File: src/rtl/legv8_ctrl_pkg.sv
// Shared opcode, ALU and exception encodings for the LEGv8 control decoder.
package legv8_ctrl_pkg;

  localparam int OPW = 11;

  localparam logic [OPW-1:0] OP_LDUR     = 11'h7C2;
  localparam logic [OPW-1:0] OP_STUR     = 11'h7C0;
  localparam logic [OPW-1:0] OP_CBZ_BASE = 11'h5A0;
  localparam logic [OPW-1:0] OP_ADD      = 11'h458;
  localparam logic [OPW-1:0] OP_SUB      = 11'h658;
  localparam logic [OPW-1:0] OP_AND      = 11'h450;
  localparam logic [OPW-1:0] OP_ORR      = 11'h550;
  localparam logic [OPW-1:0] OP_ERET     = 11'h6B4;
  localparam logic [OPW-1:0] OP_MRS      = 11'h6A9;

  typedef enum logic [1:0] {
    ALUOP_ADD   = 2'b00,
    ALUOP_PASS  = 2'b01,
    ALUOP_RTYPE = 2'b10,
    ALUOP_PASS2 = 2'b11
  } alu_op_t;

  localparam logic [3:0] ALU_ADD   = 4'b0010;
  localparam logic [3:0] ALU_SUB   = 4'b0110;
  localparam logic [3:0] ALU_AND   = 4'b0000;
  localparam logic [3:0] ALU_ORR   = 4'b0001;
  localparam logic [3:0] ALU_PASSB = 4'b0111;

  localparam logic [3:0] EST_NONE   = 4'b0000;
  localparam logic [3:0] EST_EXTIRQ = 4'b0001;
  localparam logic [3:0] EST_BADOP  = 4'b0010;

  typedef struct packed {
    logic       reg2loc;
    logic [1:0] alu_src;
    logic       mem_to_reg;
    logic       reg_write;
    logic       mem_read;
    logic       mem_write;
    logic       branch;
    logic       eret;
  } ctrl_t;

  // CBZ ignores the low three opcode bits (register-field overlap).
  function automatic logic is_cbz(input logic [OPW-1:0] op);
    return op[OPW-1:3] == OP_CBZ_BASE[OPW-1:3];
  endfunction

endpackage

File: src/rtl/legv8_alu_fdec.sv
// ALU function decoder: AluOp plus opcode field to the 4-bit ALU control code.
module legv8_alu_fdec
  import legv8_ctrl_pkg::*;
(
  input  alu_op_t          alu_op,
  input  logic [OPW-1:0]   instr,
  output logic [3:0]       alu_control
);

  always_comb begin
    alu_control = ALU_ADD;
    case (alu_op)
      ALUOP_ADD:   alu_control = ALU_ADD;
      ALUOP_PASS:  alu_control = ALU_PASSB;
      ALUOP_PASS2: alu_control = ALU_PASSB;
      ALUOP_RTYPE: begin
        case (instr)
          OP_ADD:  alu_control = ALU_ADD;
          OP_SUB:  alu_control = ALU_SUB;
          OP_AND:  alu_control = ALU_AND;
          OP_ORR:  alu_control = ALU_ORR;
          default: alu_control = ALU_ADD;
        endcase
      end
      default:     alu_control = ALU_ADD;
    endcase
  end

endmodule

File: src/rtl/legv8_ctrl_decoder.sv
// Registered LEGv8 main + ALU control decoder with exception status.
// Define EXT_IRQ_EN to enable the external-IRQ status override and acknowledge.
module legv8_ctrl_decoder
  import legv8_ctrl_pkg::*;
#(
  parameter int OPW = 11
) (
  input  logic           clk,
  input  logic           reset,
  input  logic [OPW-1:0] instr,
  input  logic           ExcAck,
  input  logic           ExtIRQ,
  output logic [3:0]     AluControl,
  output logic [1:0]     AluSrc,
  output logic           reg2loc,
  output logic           regWrite,
  output logic           memtoReg,
  output logic           memRead,
  output logic           memWrite,
  output logic           Branch,
  output logic [3:0]     EStatus,
  output logic           ERet,
  output logic           Exc,
  output logic           ExtIAck
);

  ctrl_t      ctrl_d, ctrl_q;
  alu_op_t    alu_op;
  logic       op_valid;
  logic [3:0] alu_control_d;
  logic [3:0] alu_control_q;
  logic [3:0] est_d, est_q;
  logic       exc_d, exc_q;
  logic       irq_d, ack_d, ack_q;

  always_comb begin
    ctrl_d   = '0;
    alu_op   = ALUOP_ADD;
    op_valid = 1'b1;
    case (instr)
      OP_LDUR: begin
        ctrl_d.alu_src    = 2'b01;
        ctrl_d.mem_to_reg = 1'b1;
        ctrl_d.reg_write  = 1'b1;
        ctrl_d.mem_read   = 1'b1;
      end
      OP_STUR: begin
        ctrl_d.reg2loc   = 1'b1;
        ctrl_d.alu_src   = 2'b01;
        ctrl_d.mem_write = 1'b1;
      end
      OP_ADD, OP_SUB, OP_AND, OP_ORR: begin
        ctrl_d.reg_write = 1'b1;
        alu_op           = ALUOP_RTYPE;
      end
      OP_ERET: begin
        ctrl_d.branch = 1'b1;
        ctrl_d.eret   = 1'b1;
        alu_op        = ALUOP_PASS;
      end
      OP_MRS: begin
        ctrl_d.reg2loc   = 1'b1;
        ctrl_d.alu_src   = 2'b10;
        ctrl_d.reg_write = 1'b1;
        alu_op           = ALUOP_PASS;
      end
      default: begin
        if (is_cbz(instr)) begin
          ctrl_d.reg2loc = 1'b1;
          ctrl_d.branch  = 1'b1;
          alu_op         = ALUOP_PASS;
        end else begin
          op_valid = 1'b0;
        end
      end
    endcase
  end

  legv8_alu_fdec u_alu_fdec (
    .alu_op      (alu_op),
    .instr       (instr),
    .alu_control (alu_control_d)
  );

`ifdef EXT_IRQ_EN
  assign irq_d = ExtIRQ;
  assign ack_d = ExcAck & ExtIRQ;
`else
  logic unused_irq_inputs;
  assign unused_irq_inputs = ExtIRQ ^ ExcAck;
  assign irq_d = 1'b0;
  assign ack_d = 1'b0;
`endif

  // A pending IRQ outranks an invalid-opcode cause.
  assign est_d = irq_d ? EST_EXTIRQ : (op_valid ? EST_NONE : EST_BADOP);
  assign exc_d = irq_d | ~op_valid;

  always_ff @(posedge clk) begin
    if (reset) begin
      ctrl_q        <= '0;
      alu_control_q <= 4'b0000;
      est_q         <= EST_NONE;
      exc_q         <= 1'b0;
      ack_q         <= 1'b0;
    end else begin
      ctrl_q        <= ctrl_d;
      alu_control_q <= alu_control_d;
      est_q         <= est_d;
      exc_q         <= exc_d;
      ack_q         <= ack_d;
    end
  end

  assign reg2loc    = ctrl_q.reg2loc;
  assign AluSrc     = ctrl_q.alu_src;
  assign memtoReg   = ctrl_q.mem_to_reg;
  assign regWrite   = ctrl_q.reg_write;
  assign memRead    = ctrl_q.mem_read;
  assign memWrite   = ctrl_q.mem_write;
  assign Branch     = ctrl_q.branch;
  assign ERet       = ctrl_q.eret;
  assign AluControl = alu_control_q;
  assign EStatus    = est_q;
  assign Exc        = exc_q;
  assign ExtIAck    = ack_q;

endmodule

File: config.mk
export PLATFORM = sky130hd
export DESIGN_NAME = legv8_ctrl_decoder
export DESIGN_NICKNAME = d
export VERILOG_FILES = /design/src/rtl/legv8_ctrl_pkg.sv /design/src/rtl/legv8_alu_fdec.sv /design/src/rtl/legv8_ctrl_decoder.sv
export SDC_FILE = /design/constraint.sdc
export NUM_CORES = 1
export LEC_CHECK = 0
export CAP_MARGIN = 10
export CELL_PAD_IN_SITES_DETAIL_PLACEMENT = 1
export CELL_PAD_IN_SITES_GLOBAL_PLACEMENT = 1
export CORE_ASPECT_RATIO = 1.2
export CORE_MARGIN = 1.5
export CORE_UTILIZATION = 25
export DETAILED_ROUTE_END_ITERATION = 12
export PLACE_DENSITY_LB_ADDON = 0.1
export SLEW_MARGIN = 30
export SYNTH_ARGS = -nofsm -noshare
export SYNTH_HDL_FRONTEND = slang
export SYNTH_HIERARCHICAL = 1
export SYNTH_SLANG_ARGS = --single-unit
File: constraint.sdc
create_clock -name clk -period 1.5 [get_ports clk]
set_clock_uncertainty 0.15 [all_clocks]
set_input_delay 0.225 -clock clk [delete_from_list [all_inputs] [get_ports clk]]
set_output_delay 0.225 -clock clk [all_outputs]
set_load 0.1 [all_outputs]
==> results.json <==
{
  "grt.total_usage_pct": 12.3,
  "worst-path-buf-inv": 2,
  "crit_cells": 7,
  "fp-row-count": 20,
  "drtIter0Drc": 2,
  "dieArea_sq_mm": 0.00306,
  "setup_viol_count_final": 0,
  "cts_sinks": 13,
  "cpLargestDelayFamily": "simple AND/OR/NAND/NOR gates",
  "hold_violations": 0,
  "fmax_mhz": 701,
  "power_mw": 0.788,
  "cts_root_buf": "clkbuf_4",
  "synthTopCellsByArea": "dfxtp_1 38%, buf_4 7.7%, nor2b_1 3.7%",
  "p_sw_share_pct": 32.1,
  "finalNetCount": 128,
  "critPathMaxStageDelay_ns": 0.36,
  "cts_buffer_depth": 2,
  "ys_seq_elements": 13,
  "synth_ff_type": "dfxtp_1",
  "cts.clk_slew.worst_paths_ns": 0.08,
  "grt_antenna_before_repair": 0,
  "cap_viol_max_count": 0,
  "crit_fanout": 5,
  "start_util_pct": 26.5,
  "place_area_sq_mm": 0.00122,
  "synth_edf_count": 0,
  "end_kind": "register",
  "cp_cell_sequence": "dlygate4sd2_1 -> buf_4 -> and4bb_4 -> nand2b_1 -> a21boi_2 -> nand4b_1 -> nor2b_1",
  "p_int_mw": 0.535,
  "avgRoutedWirePerCell_um": 11.6,
  "min_period_over_period_pct": 95.1,
  "die_h_um": 60.3,
  "postRouteAntennaNets": 0,
  "hold_class": "input pin to register",
  "grt_max_degree": 10,
  "ir_drop_mv": 0.239,
  "seqPwrFrac_pct": 45.0,
  "register_area_sq_um": 263,
  "cts_tree": "built",
  "start_kind": "input pin",
  "ios": 34,
  "dr.pass1.iters": 2,
  "crit_end": "AluControl[1]",
  "dieWidth_um": 50.7,
  "slew_violations": 0,
  "yosysMostFrequentCell": "dfxtp_1",
  "grt_pass1_vias": 642,
  "post-synth-top-area-cell": "dfxtp_1",
  "core_sq_mm": 0.00258,
  "synth_area_per_cell_sq_um": 10.0,
  "critPathSlowestCell": "and4bb_4",
  "yosys-top-cells-count": "13 x dfxtp_1, 7 x buf_4, 4 x nor2_1, 4 x nor2b_1",
  "fin_setup_tns_ns": 0,
  "drc": 0,
  "p_sw_mw": 0.253,
  "dp_hpwl_um": 1400,
  "timing.final.ws_setup_ns": 0.0740,
  "grt_pass1_wl_um": 2790,
  "fillers": 281,
  "path_class": "input pin to register",
  "cts.htree.levels": 1,
  "worstSetupStartpoint": "instr[4]",
  "hold_slack_ns": 0.166,
  "multiInputGateArea_sq_um": 407,
  "power.density_mw_per_mm2": 624,
  "numCtsBuffers": 3,
  "vias_per_cell": 4.50,
  "yosys_warnings": 6,
  "p_leak_nw": 0.547,
  "synthArstFlopShare_pct": 0,
  "n_antenna_cell": 0,
  "critPathRequiredTime_ns": 1.57,
  "io_buffers": 27,
  "layout-drive-gt1-share_pct": 50.0,
  "gp_congestion": 0.827,
  "clockPowerShare_pct": 26.9,
  "vias": 653,
  "syn_inst": 68,
  "wirelength_um": 1680,
  "syn_area_sq_um": 683,
  "yosysTopAreaCellShare_pct": 38.1,
  "synth-seq-area-share_pct": 38.1,
  "dp_slack_ns": -0.574,
  "synth_cell_types": 33,
  "pwr-share-comb_pct": 28.0,
  "grt-ovfl-total": 0,
  "syn_to_final_growth_pct": 84.8,
  "design_area_sq_mm": 0.00126,
  "critical_path_arrival_ns": 1.50,
  "outcome": "finished clean",
  "fin_crit_ns": 1.43
}
## through the flow
stage,utilization [%],instances
final,49.0,145
after CTS,48.3,144
after detailed placement,47.4,139
after global placement,47.4,139
after global routing,49.0,145
after floorplan,-,71
## worst min path at each step
stage                       to      from  cells past startpoint  slack (ns)
floorplan           EStatus[1]     reset                      1        0.14
global placement        Branch    Branch                      1        0.54
detailed placement    regWrite  regWrite                      1        0.54
CTS                   memWrite  instr[1]                      3        0.17
global route          memWrite  instr[1]                      3        0.17
finish                memWrite  instr[1]                      3        0.17
## registers in the layout, indices dropped and copies added (netlist names)
register    flops
ERet            1
AluControl      4
memWrite        1
Branch          1
AluSrc          2
reg2loc         1
EStatus         1
memRead         1
regWrite        1
## layout by cell type (no fill, tap or decap), types with 2 or more instances in the layout
cell type        instances
a21oi_1                  2
nor2b_1                  3
dlygate4sd2_1            4
buf_12                  15
buf_4                   18
clkdlybuf4s15_1          2
dfxtp_2                  2
clkbuf_4                 3
nand2_1                  2
nor2_1                   4
nand4_1                  2
conb_1                   5
dfxtp_1                 11
nand2b_1                 3
and3_1                   2
buf_2                    5
## routing by layer
layer  GRT usage (%)  up-vias  share of wire [%]
li1                -      321                  -
met1            12.9      303                 37
met2            22.7       24                 56
met3           0.750        5                3.5
met4            9.65        0                3.3
met5               0        -                  0
## logic make-up after synthesis
kind of cell           after synthesis  synth area share, %
buffers and inverters                8                 8.24
flip-flops                          13                 38.1
AO/OA/AOI/OAI                        9                 9.16
AND/OR/NAND/NOR                     35                 41.9
other                                2                 1.10
multiplexers                         1                 1.47
## power by group through the flow
| stage | clock network (mW) | logic [mW] | registers, mW |
|---|---|---|---|
| 2_1_floorplan | 0 | 0.0950 | 0.394 |
| 5_1_grt | 0.245 | 0.232 | 0.355 |
| 3_5_place_dp | 0 | 0.227 | 0.363 |
| 3_3_place_gp | 0 | 0.225 | 0.363 |
| 6_report | 0.212 | 0.221 | 0.355 |
| 4_1_cts | 0.219 | 0.219 | 0.355 |
## cell type report
class	instances	area share (%)
repair buffers	45	41.6
multi-input cells	50	32.2
flip-flops and latches	13	20.8
well taps	33	3.27
clock buffers	4	2.08
## timing repair
action / 4_1_cts / 5_1_grt
endpoints found under the setup margin: 7 / 3
hold buffers: 0 / 0
pin swaps: 6 / 5
setup buffers: 1 / 1
resized for setup: 30 / 4
(Power assumes the default switching activity.)
